==> src/rtl/perf_counter_bank_if.sv <==
// Interface for the performance counter bank: count controls from the pipeline
// side and readout toward the debug/MMIO logic.
interface perf_counter_bank_if #(
    parameter int NUM_CH = 4,
    parameter int WIDTH  = 16,
    parameter int SEL_W  = (NUM_CH > 1) ? $clog2(NUM_CH) : 1
) ();
    logic              enable;
    logic [NUM_CH-1:0] event_in;
    logic [NUM_CH-1:0] clear_in;
    logic              clear_all;
    logic              snapshot;
    logic [SEL_W-1:0]  read_sel;
    logic              read_live;
    logic [WIDTH-1:0]  read_data;
    logic [NUM_CH-1:0] overflow;
    logic              snap_valid;

    modport master (
        output enable, event_in, clear_in, clear_all, snapshot, read_sel, read_live,
        input  read_data, overflow, snap_valid
    );

    modport slave (
        input  enable, event_in, clear_in, clear_all, snapshot, read_sel, read_live,
        output read_data, overflow, snap_valid
    );
endinterface

==> src/rtl/perf_counter_bank.sv <==
// Multi-channel event counter bank with sticky overflow, wrap/saturate option
// and a global snapshot into shadow registers for coherent readout.
module perf_counter_bank #(
    parameter int NUM_CH    = 4,
    parameter int WIDTH     = 16,
    parameter int SATURATE  = 0,
    parameter int EDGE_MODE = 1,
    parameter int SEL_W     = (NUM_CH > 1) ? $clog2(NUM_CH) : 1
) (
    input logic                clk,
    input logic                reset_n,
    perf_counter_bank_if.slave bus
);
    localparam logic [WIDTH-1:0] CNT_MAX = '1;

    logic [WIDTH-1:0]  count  [NUM_CH];
    logic [WIDTH-1:0]  shadow [NUM_CH];
    logic [NUM_CH-1:0] event_prev;
    logic [NUM_CH-1:0] overflow;
    logic              snap_valid;
    logic [NUM_CH-1:0] hit;
    logic [NUM_CH-1:0] inc;
    logic [WIDTH-1:0]  read_data;

    assign hit = (EDGE_MODE != 0) ? (bus.event_in & ~event_prev) : bus.event_in;
    assign inc = {NUM_CH{bus.enable}} & hit;

    always_ff @(posedge clk or negedge reset_n) begin
        if (!reset_n) begin
            event_prev <= '0;
            overflow   <= '0;
            snap_valid <= 1'b0;
            for (int i = 0; i < NUM_CH; i++) begin
                count[i]  <= '0;
                shadow[i] <= '0;
            end
        end else begin
            // Edge history tracks even while disabled so a held event never
            // looks like a fresh edge when enable returns.
            event_prev <= bus.event_in;
            for (int i = 0; i < NUM_CH; i++) begin
                if (bus.clear_all || bus.clear_in[i]) begin
                    count[i]    <= '0;
                    overflow[i] <= 1'b0;
                end else if (inc[i]) begin
                    if (count[i] == CNT_MAX) begin
                        overflow[i] <= 1'b1;
                        if (SATURATE == 0) begin
                            count[i] <= '0;
                        end
                    end else begin
                        count[i] <= count[i] + 1'b1;
                    end
                end
            end
            // Shadows capture the pre-update counts; per-channel clears leave them alone.
            if (bus.clear_all) begin
                snap_valid <= 1'b0;
                for (int i = 0; i < NUM_CH; i++) begin
                    shadow[i] <= '0;
                end
            end else if (bus.snapshot) begin
                snap_valid <= 1'b1;
                for (int i = 0; i < NUM_CH; i++) begin
                    shadow[i] <= count[i];
                end
            end
        end
    end

    // Compare-based mux so out-of-range selects fall through to zero.
    always_comb begin
        read_data = '0;
        for (int i = 0; i < NUM_CH; i++) begin
            if (bus.read_sel == SEL_W'(i)) begin
                read_data = bus.read_live ? count[i] : shadow[i];
            end
        end
    end

    assign bus.read_data  = read_data;
    assign bus.overflow   = overflow;
    assign bus.snap_valid = snap_valid;
endmodule

==> src/flat_wrapper.sv <==
// flat-port wrapper written by rule: the top's interface ports become plain ports
module perf_counter_bank_flat 
#(
    parameter int NUM_CH    = 4,
    parameter int WIDTH     = 16,
    parameter int SATURATE  = 0,
    parameter int EDGE_MODE = 1,
    parameter int SEL_W     = (NUM_CH > 1) ? $clog2(NUM_CH) : 1
)
  (clk, reset_n, bus_enable, bus_event_in, bus_clear_in, bus_clear_all, bus_snapshot, bus_read_sel, bus_read_live, bus_read_data, bus_overflow, bus_snap_valid);
  perf_counter_bank_if #(.NUM_CH(NUM_CH), .WIDTH(WIDTH), .SEL_W(SEL_W)) bus_i ();
  input logic clk;
  input logic reset_n;
  input wire logic [$bits(bus_i.enable)-1:0] bus_enable;
  input wire logic [$bits(bus_i.event_in)-1:0] bus_event_in;
  input wire logic [$bits(bus_i.clear_in)-1:0] bus_clear_in;
  input wire logic [$bits(bus_i.clear_all)-1:0] bus_clear_all;
  input wire logic [$bits(bus_i.snapshot)-1:0] bus_snapshot;
  input wire logic [$bits(bus_i.read_sel)-1:0] bus_read_sel;
  input wire logic [$bits(bus_i.read_live)-1:0] bus_read_live;
  output wire logic [$bits(bus_i.read_data)-1:0] bus_read_data;
  output wire logic [$bits(bus_i.overflow)-1:0] bus_overflow;
  output wire logic [$bits(bus_i.snap_valid)-1:0] bus_snap_valid;
  assign bus_i.enable = bus_enable;
  assign bus_i.event_in = bus_event_in;
  assign bus_i.clear_in = bus_clear_in;
  assign bus_i.clear_all = bus_clear_all;
  assign bus_i.snapshot = bus_snapshot;
  assign bus_i.read_sel = bus_read_sel;
  assign bus_i.read_live = bus_read_live;
  assign bus_read_data = bus_i.read_data;
  assign bus_overflow = bus_i.overflow;
  assign bus_snap_valid = bus_i.snap_valid;
  perf_counter_bank #(.NUM_CH(NUM_CH), .WIDTH(WIDTH), .SATURATE(SATURATE), .EDGE_MODE(EDGE_MODE), .SEL_W(SEL_W)) u_core (.clk(clk), .reset_n(reset_n), .bus(bus_i));
endmodule
==> config.mk <==
export PLATFORM = sky130hd
export DESIGN_NAME = perf_counter_bank_flat
export DESIGN_NICKNAME = d
export VERILOG_FILES = /design/src/rtl/perf_counter_bank_if.sv /design/src/rtl/perf_counter_bank.sv /design/src/flat_wrapper.sv
export SDC_FILE = /design/constraint.sdc
export NUM_CORES = 1
export LEC_CHECK = 0
export CAP_MARGIN = 30
export CELL_PAD_IN_SITES_DETAIL_PLACEMENT = 0
export CELL_PAD_IN_SITES_GLOBAL_PLACEMENT = 1
export CORE_AREA = 5 5 136 138
export CTS_CLUSTER_SIZE = 25
export DETAILED_ROUTE_END_ITERATION = 6
export DIE_AREA = 0 0 141 143
export MAX_ROUTING_LAYER = met4
export PLACE_DENSITY_LB_ADDON = 0.1
export SLEW_MARGIN = 5
export SYNTH_ARGS = -nofsm -noshare
export SYNTH_HDL_FRONTEND = slang
export SYNTH_SLANG_ARGS = --single-unit
export TNS_END_PERCENT = 100
==> constraint.sdc <==
create_clock -name clk -period 1.7 [get_ports clk]
set_input_delay 0.17 -clock clk [delete_from_list [all_inputs] [get_ports clk]]
set_output_delay 0.17 -clock clk [all_outputs]
set_load 0.02 [all_outputs]
==> results of run 1 <==
-- flip-flops by register name (all words and copies together), names as in the netlist --
| register | count |
|---|---|
| u_core.shadow | 64 |
| u_core.bus.snap_valid | 1 |
| u_core.bus.overflow | 4 |
| u_core.count | 64 |
| u_core.event_prev | 4 |
-- timing repair --
item,4_1_cts,5_1_grt
gates resized for setup,177,77
pin swaps,18,41
hold endpoints to repair,41,0
cloned,2,0
buffers inserted,19,22
setup endpoints to repair,66,70
hold buffers,1,0
-- layer usage --
layer | routed length (um) | up-vias
li1 | - | 3024
met1 | 10540 | 3482
met2 | 12770 | 210
met3 | 1077 | 51
met4 | 713 | 0
met5 | 0 | -
-- cells in the mapped netlist (all sizes together) (4+ instances only) --
master   instances  area [um2]
dfrtp          137        3428
nor2           112       420.4
mux2i           74       740.7
mux4            32       720.7
nand2           31       116.4
nand3           28       140.1
buf             23       107.6
clkbuf          23       87.58
o21ai           23       126.4
xnor2           22       192.7
nand4           20       125.1
mux2            16       180.2
nor3            14       70.07
a211oi          11       112.6
inv             10       37.54
or3              9       56.30
a2111oi          8       77.57
a21oi            8       40.04
nor4             8       50.05
a31oi            7       43.79
and3             7       43.79
and4             7       61.31
or2              7       43.80
xor2             7       61.31
nand3b           6       45.04
a31o             4       35.03
and3b            4       35.03
ha               4       50.05
-- worst min-delay path by stage --
stage / slack (ps) / endpoint / cells past startpoint
floorplan: -130 / u_core.bus.overflow[0] / 0
CTS: 120 / u_core.shadow[40] / 2
finish: 120 / u_core.shadow[40] / 2
global route: 130 / u_core.shadow[40] / 2
global placement: 130 / u_core.count[63] / 1
detailed placement: 140 / u_core.bus.overflow[0] / 1
-- report_power, final --
part           leakage [nW]  switching (mW)  internal (mW)  total, mW
logic                  2.80           0.331          0.267      0.598
clock network         0.253            1.30           1.94       3.24
registers              1.89         0.00671           3.27       3.28
total                  4.94            1.64           5.48       7.12
-- per-stage QoR --
step / setup TNS [ps] / power [mW] / util [%] / hold slack (ps) / area [um2]
2_1_floorplan: 0 / 3.564 / - / -125.6 / 7425
6_report: -6589 / 7.119 / 64.85 / 116.8 / 11060
4_1_cts: -5003 / 7.161 / 62.30 / 116.4 / 10630
3_5_place_dp: -24260 / 3.867 / 56.04 / 138.9 / 9559
5_1_grt: -9144 / 7.363 / 64.85 / 134.5 / 11060
3_3_place_gp: -22550 / 3.858 / 56.04 / 133.7 / 9559
-- kinds of logic after synthesis --
| logic type | share of synthesized area, % |
|---|---|
| xor+xnor | 3.423 |
| fa+ha+maj | 0.6746 |
| flops | 46.21 |
| compound gates | 7.437 |
| buf+inv | 3.137 |
| simple gates | 17.00 |
| mux | 22.12 |
-- critical path, stage by stage, from the launching register on --
cell	delay (ps)
dfrtp_1	390
mux4_2	550
mux2_4	290
buf_6	130
-- area by class of cell --
cell class / instances / share of cell area (%)
Inverter: 10 / 0.3393
Sequential cell: 137 / 31.09
Clock buffer: 25 / 4.389
Tap cell: 225 / 2.545
Timing Repair Buffer: 284 / 22.80
Clock inverter: 4 / 0.1810
Multi-Input combinational cell: 490 / 38.65
==> results.tsv, run 1 <==
metric	value	unit
status	complete, but fails checks	
failing checks	negative setup slack	
most frequent cells in the layout	buf_4 (203), dfrtp_1 (128), nor2_1 (101), mux2i_1 (71), buf_6 (51)	
Root Driver	clkbuf_16	
TritonCTS clock tree	done	
Starting Density	43.50	%
final slew viol count	0	
gr busiest metal	met2	
dpl hpwl	18310	um
critical path arrival	1780	ps
Cells after DPL	1110	
Setup violations, final	54	
GR Util met2	43.15	%
Critical Path Start Type	register	
Net Count, Synth	703	
Vias/cell	5.759	
maxcap violations	0	
GRT Total Usage	26.00	%
Multi-input gate area	4275	um2
RR Startpoint	u_core.count[1]	
period utilization	114.7	%
ys async rst share	100.0	%
Routed Antenna Nets	0	
Final nets	960	
global-route wire length before repair	38630	um
clock slew at reported path FFs	60	ps
Setup crit start	u_core.count[15]	
Chip Height	143	um
insertion delay of the later-clocked pin in the worst-skew pair	420	ps
#FFs+latches synth	137	
met1 Usage GRT	32.94	%
TritonCTS Sinks	137	
reg2reg setup slack	-170	ps
CTS Buffer Depth	2	
crit path to	bus_read_data[15]	
via count	6767	
Worst-Margin Slew	472.1	ps
Setup CP Type	reg -> out	
RSZ-0062 raised after global routing	yes	
CP max FO	2	
largest net degree at the start of global routing	45	
number of fill cells	1322	
Post-Syn Area	7420	um2
total gr overflow	0	
Routed WL	25100	um
dominant synthesized flop cell	dfrtp_1	
die area	20160	um2
area occupied by registers	3440	um2
row cnt	48	
power per standard cell area	643.6	nW/um2
IO Port Bufs	36	
via count of the first global-routing pass	6787	
CTS buffer count	17	
Post-synth EDFFs	0	
commonest non-fill, non-tap cell in the layout	buf_4	
area of the core	17060	um2
DR pass1 iterations	5	
met3 usage	4.220	%
ant diodes	0	
initial antenna violation count	0	
Setup crit end kind	output pin	
initial drt markers	516	
yosys warns	0	
Avg WL per Cell	21.36	um
io pins	37	
Req. time, crit path	1530	ps
terminus of the critical flop-to-flop path	u_core.count[14]	
post-synthesis sequential area ratio	46.21	%
Rel. slew slack	68.41	%
H-tree depth	4	
fin crit period	1949	ps
DRC violations left	0	
peak supply drop	0.0007068	V
maximum clock frequency	513.0	MHz
synth-to-layout area growth	49.09	%
Die Wd	141	um
setup ws final	-249.5	ps
clock skew	7.583	ps
R2R cell count	8	
Mapped Cells	683	
Mapped Avg Cell Area	10.86	um2
Yosys cell types	49	
final cell count without fillers	1175	
ratio of cells with drive above 1 in the final layout	44.63	%
hold wc startpoint	bus_clear_all	
gpl congestion	0.9300	
pre-CTS setup slack	-709.4	ps
Hold WC Path Type	in -> reg	
Hold Vio Cnt, Final	0	
leakage power	4.943	nW
(Power assumes the default switching activity.)
==> run 2, diff against run 1 <==
- CORE_AREA: 5 5 136 138 -> 5 5 135 137
- CTS_CLUSTER_DIAMETER: unset -> 50
- DIE_AREA: 0 0 141 143 -> 0 0 140 142
- RECOVER_POWER: unset -> 50
- clock period: 1.7 -> 2.31 ns (I/O delays scaled with it)
==> results.tsv, run 2 (same netlist as run 1, synthesis figures left out) <==
metric	value	unit	change
status	complete, but fails checks		
failing checks	max-capacitance violations, max-slew violations		
io pins	37		unchanged
global-route wire length before repair	33050	um	-14%
final slew viol count	132		+132
Hold Vio Cnt, Final	0		unchanged
insertion delay of the later-clocked pin in the worst-skew pair	420	ps	about the same
leakage power	4.005	nW	-19%
hold depth	2		unchanged
period utilization	97.91	%	
initial antenna violation count	0		unchanged
dpl hpwl	14960	um	-18%
ratio of cells with drive above 1 in the final layout	24.12	%	-21 points
peak supply drop	0.0005263	V	-26%
total gr overflow	0		unchanged
worst hold slack	252.9	ps	+136.1 ps
CTS buffer count	17		unchanged
CP max FO	8		+6
number of fill cells	1526		+15%
TritonCTS clock tree	done		
IO Port Bufs	36		unchanged
commonest non-fill, non-tap cell in the layout	dfrtp_1		
TritonCTS Sinks	137		unchanged
row cnt	48		unchanged
Setup crit end kind	output pin		
via count of the first global-routing pass	5795		-15%
Chip Height	142	um	-0.70%
Routed WL	20970	um	-16%
Rel. slew slack	-53.38	%	-120 points
Req. time, crit path	2080	ps	+550 ps
maxcap violations	2		+2
Avg WL per Cell	20.62	um	-3.5%
clock slew at reported path FFs	60	ps	about the same
initial drt markers	457		-11%
area of the core	16940	um2	-0.70%
final core utilization	54.23	%	-11 points
die area	19880	um2	-1.4%
critical path arrival	2030	ps	+250 ps
synth-to-layout area growth	23.79	%	
clock skew	7.296	ps	-0.2877 ps
ant diodes	0		unchanged
via count	5883		-13%
gpl congestion	0.9500		+2.2%
Setup CP Type	reg -> out		
R2R cell count	6		-2
Largest regs	u_core.count (64), u_core.shadow (64)		
RSZ-0062 raised after global routing	no		
Routed Antenna Nets	0		unchanged
CTS Buffer Depth	2		unchanged
fin crit period	2262	ps	
Final nets	799		-17%
power per standard cell area	609.0	nW/um2	-5.4%
maximum clock frequency	442.1	MHz	
DRC violations left	0		unchanged
Critical Path Start Type	register		
Root Driver	clkbuf_16		
GRT Total Usage	22.24	%	-3.8 points
most frequent cells in the layout	dfrtp_1 (135), nor2_1 (112), buf_4 (79), mux2i_1 (74), mux4_2 (32)		
Hold WC Path Type	in -> reg		
Vias/cell	5.785		+0.44%
Die Wd	140	um	-0.71%
Starting Density	43.81	%	+0.31 points
Setup violations, final	0		-100%
DR pass1 iterations	6		+1
H-tree depth	4		unchanged
largest net degree at the start of global routing	68		+51%
Worst-Margin Slew	2301	ps	+1829 ps
## run 2: changes by cell type in the layout (fill, tap and decap cells not counted), moves of 11 or more
cell / before / now
buf_4: 203 / 79
dlygate4sd2_1: 1 / 16
buf_6: 51 / 0
mux2_2: 0 / 16
mux2_4: 16 / 0
nor2_1: 101 / 112
## run 2: layer usage
layer / GRT usage, % / wire (um)
met1: 29.28 / 9479
met2: 35.02 / 10250
met3: 5.645 / 961
met4: 5.252 / 278
met5: - / 0
## run 2: report_power, final
group | total (mW) | internal [mW] | switching [mW]
clock network | 2.83 | 1.79 | 1.05
logic | 0.347 | 0.138 | 0.209
registers | 2.41 | 2.41 | 0.00557
## run 2: metrics by stage
stage | cells | setup TNS (ps) | area, um2 | total power [mW] | setup WS, ps
finish | 1017 | 0 | 9185 | 5.594 | 48.21
global placement | 980 | -2700 | 8546 | 2.793 | -211.9
detailed placement | 980 | -2786 | 8546 | 2.796 | -219.4
floorplan | 683 | 0 | 7420 | 2.622 | 445.8
global route | 1017 | 0 | 9185 | 5.803 | 6.307
CTS | 1013 | 0 | 9153 | 5.644 | 1.333
## run 2: area by class of cell
class | count | area, um2 | share of cell area, %
well taps | 225 | 281.5 | 3.065
repair buffers | 123 | 1059 | 11.52
flip-flops and latches | 137 | 3431 | 37.35
clock inverters | 10 | 142.6 | 1.553
clock buffers | 22 | 474.2 | 5.163
multi-input cells | 490 | 3760 | 40.93
inverters | 10 | 37.54 | 0.4087
## run 2: final timing paths
kind                                        startpoint                     end  slack [ps]
worst max-delay path                  u_core.count[57]        bus_read_data[9]          50
worst min-delay path                     bus_clear_all       u_core.shadow[62]         250
worst max register to register        u_core.count[16]        u_core.count[30]         220
worst min register to register  u_core.bus.overflow[2]  u_core.bus.overflow[2]         480
max in group asynchronous                      reset_n        u_core.count[41]         380
min in group asynchronous                      reset_n        u_core.count[52]         800
## run 2: timing repair
action / in CTS / in global routing
setup endpoints to repair: 16 / 9
resized for setup: 16 / 4
endpoints found under the hold margin: 64 / 0
pin swaps: 0 / 0
cloned: 0 / 1
hold buffers: 1 / 0
buffers inserted: 0 / 3
## run 2: worst max-delay path, stage by stage, from the launching register on
cell and delay, ps:
dfrtp_2 460, mux4_2 530, mux2_2 290, dlygate4sd2_1 330
